[config.mk]
export PLATFORM = sky130hd
export DESIGN_NAME = sat_cnt_table
export DESIGN_NICKNAME = d
export VERILOG_FILES = /design/src/rtl/sat_cnt_table.sv
export SDC_FILE = /design/constraint.sdc
export NUM_CORES = 2
export LEC_CHECK = 0
export CAP_MARGIN = 20
export CORE_ASPECT_RATIO = 0.5
export CORE_MARGIN = 4
export CORE_UTILIZATION = 55
export CTS_CLUSTER_SIZE = 10
export DETAILED_ROUTE_END_ITERATION = 10
export DONT_BUFFER_PORTS = 1
export PLACE_DENSITY_LB_ADDON = 0.2
export SLEW_MARGIN = 15
export SYNTH_ARGS = -nofsm -noshare
export SYNTH_HDL_FRONTEND = slang
export SYNTH_SLANG_ARGS = --single-unit
[constraint.sdc]
create_clock -name clk_i -period 62.6 [get_ports clk_i]
set_clock_uncertainty 0.05 [all_clocks]
set_input_delay 12.52 -clock clk_i [delete_from_list [all_inputs] [get_ports clk_i]]
set_output_delay 12.52 -clock clk_i [all_outputs]
set_load 0.02 [all_outputs]
[src/rtl/sat_cnt_table.sv]
// Table of DEPTH saturating branch counters with a registered lookup port and a 2-stage RMW update port.
// Optional macro SAT_CNT_TABLE_BYPASS_EN: a lookup that hits the in-progress U2 write sees the new value.
module sat_cnt_table #(
    parameter int                CNT_W    = 2,
    parameter int                DEPTH    = 512,
    parameter int                IDX_W    = $clog2(DEPTH),
    parameter logic [CNT_W-1:0]  INIT_VAL = CNT_W'((1 << (CNT_W - 1)) - 1)
) (
    input  logic             clk_i,
    input  logic             rst_i,
    output logic             init_busy_o,
    input  logic             pred_valid_i,
    input  logic [IDX_W-1:0] pred_idx_i,
    output logic             pred_vld_o,
    output logic [CNT_W-1:0] pred_cnt_o,
    output logic             pred_taken_o,
    input  logic             upd_valid_i,
    input  logic [IDX_W-1:0] upd_idx_i,
    input  logic             upd_taken_i,
    output logic             upd_ready_o
);

    typedef enum logic {
        ST_INIT,
        ST_RUN
    } state_e;

    localparam logic [CNT_W-1:0] CNT_MAX = '1;

    state_e           state_q;
    logic [IDX_W-1:0] walk_q;
    logic             init_busy_q;
    logic             upd_ready_q;

    logic [CNT_W-1:0] mem_q [DEPTH];

    logic             pred_vld_q, pred_vld_d;
    logic [CNT_W-1:0] pred_cnt_q, pred_cnt_d;

    // U2 stage registers: the update accepted in the previous cycle
    logic             u2_vld_q, u2_vld_d;
    logic [IDX_W-1:0] u2_idx_q, u2_idx_d;
    logic             u2_taken_q, u2_taken_d;
    logic [CNT_W-1:0] u2_cnt_q, u2_cnt_d;

    logic [CNT_W-1:0] u2_new;
    logic [CNT_W-1:0] pred_rd;
    logic             upd_fire;

    function automatic logic [CNT_W-1:0] sat_next(input logic [CNT_W-1:0] cnt,
                                                   input logic             taken);
        if (taken) begin
            return (cnt == CNT_MAX) ? cnt : cnt + CNT_W'(1);
        end
        return (cnt == '0) ? cnt : cnt - CNT_W'(1);
    endfunction

    // Init walk FSM; status outputs are registered alongside the state.
    always_ff @(posedge clk_i) begin
        if (rst_i) begin
            state_q     <= ST_INIT;
            walk_q      <= '0;
            init_busy_q <= 1'b1;
            upd_ready_q <= 1'b0;
        end else begin
            case (state_q)
                ST_INIT: begin
                    walk_q <= walk_q + IDX_W'(1);
                    if (walk_q == IDX_W'(DEPTH - 1)) begin
                        state_q     <= ST_RUN;
                        init_busy_q <= 1'b0;
                        upd_ready_q <= 1'b1;
                    end
                end
                ST_RUN: begin
                    state_q <= ST_RUN;
                end
                default: begin
                    state_q <= ST_INIT;
                end
            endcase
        end
    end

    always_comb begin
        u2_new   = sat_next(u2_cnt_q, u2_taken_q);
        upd_fire = upd_valid_i && upd_ready_q;

        u2_vld_d   = upd_fire;
        u2_idx_d   = upd_idx_i;
        u2_taken_d = upd_taken_i;
        // Back-to-back updates to one entry must see the value being written this cycle.
        u2_cnt_d   = (u2_vld_q && (u2_idx_q == upd_idx_i)) ? u2_new : mem_q[upd_idx_i];

        pred_rd = mem_q[pred_idx_i];
`ifdef SAT_CNT_TABLE_BYPASS_EN
        if (u2_vld_q && (u2_idx_q == pred_idx_i)) begin
            pred_rd = u2_new;
        end
`endif
        pred_vld_d = pred_valid_i && (state_q == ST_RUN);
        pred_cnt_d = pred_vld_d ? pred_rd : pred_cnt_q;
    end

    always_ff @(posedge clk_i) begin
        if (rst_i) begin
            pred_vld_q <= 1'b0;
            pred_cnt_q <= '0;
            u2_vld_q   <= 1'b0;
            u2_idx_q   <= '0;
            u2_taken_q <= 1'b0;
            u2_cnt_q   <= '0;
        end else begin
            pred_vld_q <= pred_vld_d;
            pred_cnt_q <= pred_cnt_d;
            u2_vld_q   <= u2_vld_d;
            u2_idx_q   <= u2_idx_d;
            u2_taken_q <= u2_taken_d;
            u2_cnt_q   <= u2_cnt_d;
        end
    end

    // NOTE: the array has no reset branch; the init walk fills it, and a reset cycle only blocks writes.
    always_ff @(posedge clk_i) begin
        if (!rst_i) begin
            if (state_q == ST_INIT) begin
                mem_q[walk_q] <= INIT_VAL;
            end else if (u2_vld_q) begin
                mem_q[u2_idx_q] <= u2_new;
            end
        end
    end

    assign init_busy_o  = init_busy_q;
    assign upd_ready_o  = upd_ready_q;
    assign pred_vld_o   = pred_vld_q;
    assign pred_cnt_o   = pred_cnt_q;
    assign pred_taken_o = pred_cnt_q[CNT_W-1];

endmodule
==> out/qor.yml <==
run_status: "finished with violations"
violations: "max-slew violations"
ctsResizeCount: 0
clock_path_buffers: 3
cts_max_level: 3
dieArea_sq_um: 102000
power_leakage_nw: 18.1
clock_latency_ns: 0.73
power.switching_mw: 0.300
wl_um: 156000
path_buf_inv: 0
worst_pin_slew_ns: 2.25
wl_per_cell_um: 34.5
synth_area_leaders: "edfxtp_1 (58%), mux4_2 (15%), mux4_1 (4.5%)"
seq_power_share_pct: 53.4
post_cts_buffers: 0
dp_hpwl_um: 87900
design_area_sq_um: 56100
core_region_area_sq_um: 95400
place_area_sq_um: 52800
cpPeakStageDelay_ns: 1.27
crit_path_top_delay_cell: "mux4_2"
multi_input_area_sq_um: 19600
port-buffer-count: 0
drtIter0Drc: 4656
hold_viol_final: 0
cts_buffers: 115
end_kind: "flop"
cts_sinks: 1052
grt_pass1_wl_um: 227000
crit_fanout: 272
finalMaxSlewViolations: 166
layout_common_cells: "edfxtp_1 (1024), nor2_1 (576), mux4_2 (348)"
ys_ff_latch: 1052
pwr-share-comb_pct: 4.2
clock-root-buffer: "clkbuf_16"
syn_to_final_growth_pct: 5.97
min_path_type: "flop to flop"
clock_power_share_pct: 42.4
io-pin-count: 29
gp_congestion: 0.889
synth-edff-count: 1024
ant_nets: 0
seq_area_sq_um: 31300
worst-setup-path-type: "input pin to flop"
overflow: 0
switching_share_pct: 21.0
synthArstFlopShare_pct: 0
required_ns: 63.14
peakVddDrop_mv: 0.0218
yosysTopAreaCell: "edfxtp_1"
final_common_cell: "edfxtp_1"
initial_core_util_pct: 55.5
period_share_pct: 25.9
fillCellCount: 7123
die_h_um: 227
grt_start_max_net_pins: 310
cap_violations: 0
finalCriticalPeriod_ns: 16.18
ys_seq_area_share_pct: 59.1
ys.flop_type: "edfxtp_1"
critPathLaunchType: "input pin"
die_w_um: 447
crit_arrival_ns: 16.73
cp_common_cell: "mux4_2"
avgViaCountPerCell: 7.28
slew_headroom_pct: -50.3
grt_pass1_vias: 32283
nNetsFinal: 3219
max_freq_ghz: 0.0618
drc: 0
syn-num-nets: 3351
core.rowCount: 80
dr_total_vias: 32876
antenna_found_initial: 1
cts_tree: "built"
grt_use_total_pct: 31.0
ctsHoldBuffers: 0
cp_cell_sequence: "mux4_2 -> mux4_2 -> nand2_1 -> nand3_1 -> a211oi_1 -> or4_1 -> o211ai_1"
firstDrtPassIters: 6
p_int_mw: 1.13
synth_top_area_share_pct: 58.1
power.density_nw_per_um2: 25.5
synth.distinct_cells: 87
finalSetupViolations: 0
ys_warn_count: 0
avgSynthCellArea_sq_um: 15.9
syn-cell-area_sq_um: 52900
drive_gt1_share_pct: 17.9
crit_family: "multiplexers"
clkTransAtPathRegs_ns: 0.06
syn_inst: 3326
tns_ns: 0
rsz0062_at_grt: "false"
## power by group through the flow
stage | Clock (mW) | Sequential (mW) | Combinational (mW)
after CTS | 0.610 | 0.762 | 0.0572
final | 0.606 | 0.763 | 0.0601
after global placement | 0 | 0.777 | 0.0568
after floorplan | 0 | 0.777 | 0.0626
after global routing | 0.643 | 0.762 | 0.0607
after detailed placement | 0 | 0.777 | 0.0569
## cell type report
| class | instances | area share, % |
|---|---|---|
| clock buffer | 161 | 5.55 |
| timing repair buffer | 38 | 0.669 |
| inverter | 13 | 0.0870 |
| multi-input combinational | 1974 | 34.9 |
| clock inverter | 5 | 0.109 |
| antenna | 2 | 0.00892 |
| tap | 1271 | 2.83 |
| sequential | 1052 | 55.8 |
## routing by layer
layer	part of all wire (%)	global-route usage (%)	vias to the layer above
met5	0	0	-
met4	3.1	8.98	0
met3	13	9.37	324
met2	44	46.1	2282
met1	39	44.9	17064
li1	-	-	13206
## through the flow
stage               worst slack [ns]  instances  utilization (%)  hold WS (ns)  total power, mW
floorplan                      34.21       3326                -         0.434            0.839
global placement               46.13       4342             55.4         0.481            0.834
detailed placement             45.98       4342             55.4         0.507            0.834
CTS                            46.74       4508             58.7         0.518             1.43
global route                   46.71       4514             58.8         0.538             1.47
finish                         46.42       4516             58.8         0.519             1.43
## sequential cells by signal, summed over array words and instances, names as in the netlist
name,flops
u2_idx_q,9
u2_vld_q,1
upd_ready_o,1
u2_taken_q,1
pred_vld_o,1
mem_q,1024
pred_cnt_o,2
state_q,1
walk_q,9
u2_cnt_q,2
init_busy_o,1
## tightest hold or removal path, delay by kind of cell, from the launching register on
family / cells / cell delay, ns
flip-flops: 1 / 0.33
AND/OR/NAND/NOR: 1 / 0.05
multiplexers: 1 / 0.14
## final timing paths
check                 from             to  slack [ns]  cells after the start
min reg2reg      walk_q[1]      walk_q[1]        0.52                      2
min              walk_q[1]      walk_q[1]        0.52                      2
max reg2reg       u2_vld_q   mem_q[20][1]       58.26                      5
max          pred_idx_i[0]  pred_cnt_o[1]       46.42                      7
## cell families (layout without fill, tap and decap cells)
logic type | after synthesis | count (layout) | share of synthesized area [%]
fa+ha+maj | 4 | 4 | 0.0851
compound gates | 367 | 367 | 5.11
buf+inv | 300 | 217 | 4.09
simple gates | 902 | 902 | 7.23
flops | 1052 | 1052 | 59.1
mux | 686 | 686 | 24.1
xor+xnor | 15 | 15 | 0.248
other cells | 0 | 2 | 0
## synth_stat cells (14+ instances only)
cell / n
dfxtp_1: 28
mux2_2: 22
o21ai_0: 28
a21oi_1: 47
nand2b_1: 17
a211oi_1: 46
buf_6: 33
buf_2: 38
mux4_2: 348
nor2b_1: 31
buf_4: 26
a22oi_1: 33
mux4_1: 91
buf_8: 23
o22ai_1: 49
nand2_1: 145
clkbuf_8: 22
nor2_1: 577
clkbuf_1: 128
mux2i_1: 223
o221ai_1: 69
nand3_1: 36
and2_1: 14
edfxtp_1: 1024
nor3_1: 23
No activity file was read; power rests on OpenSTA's default activity.
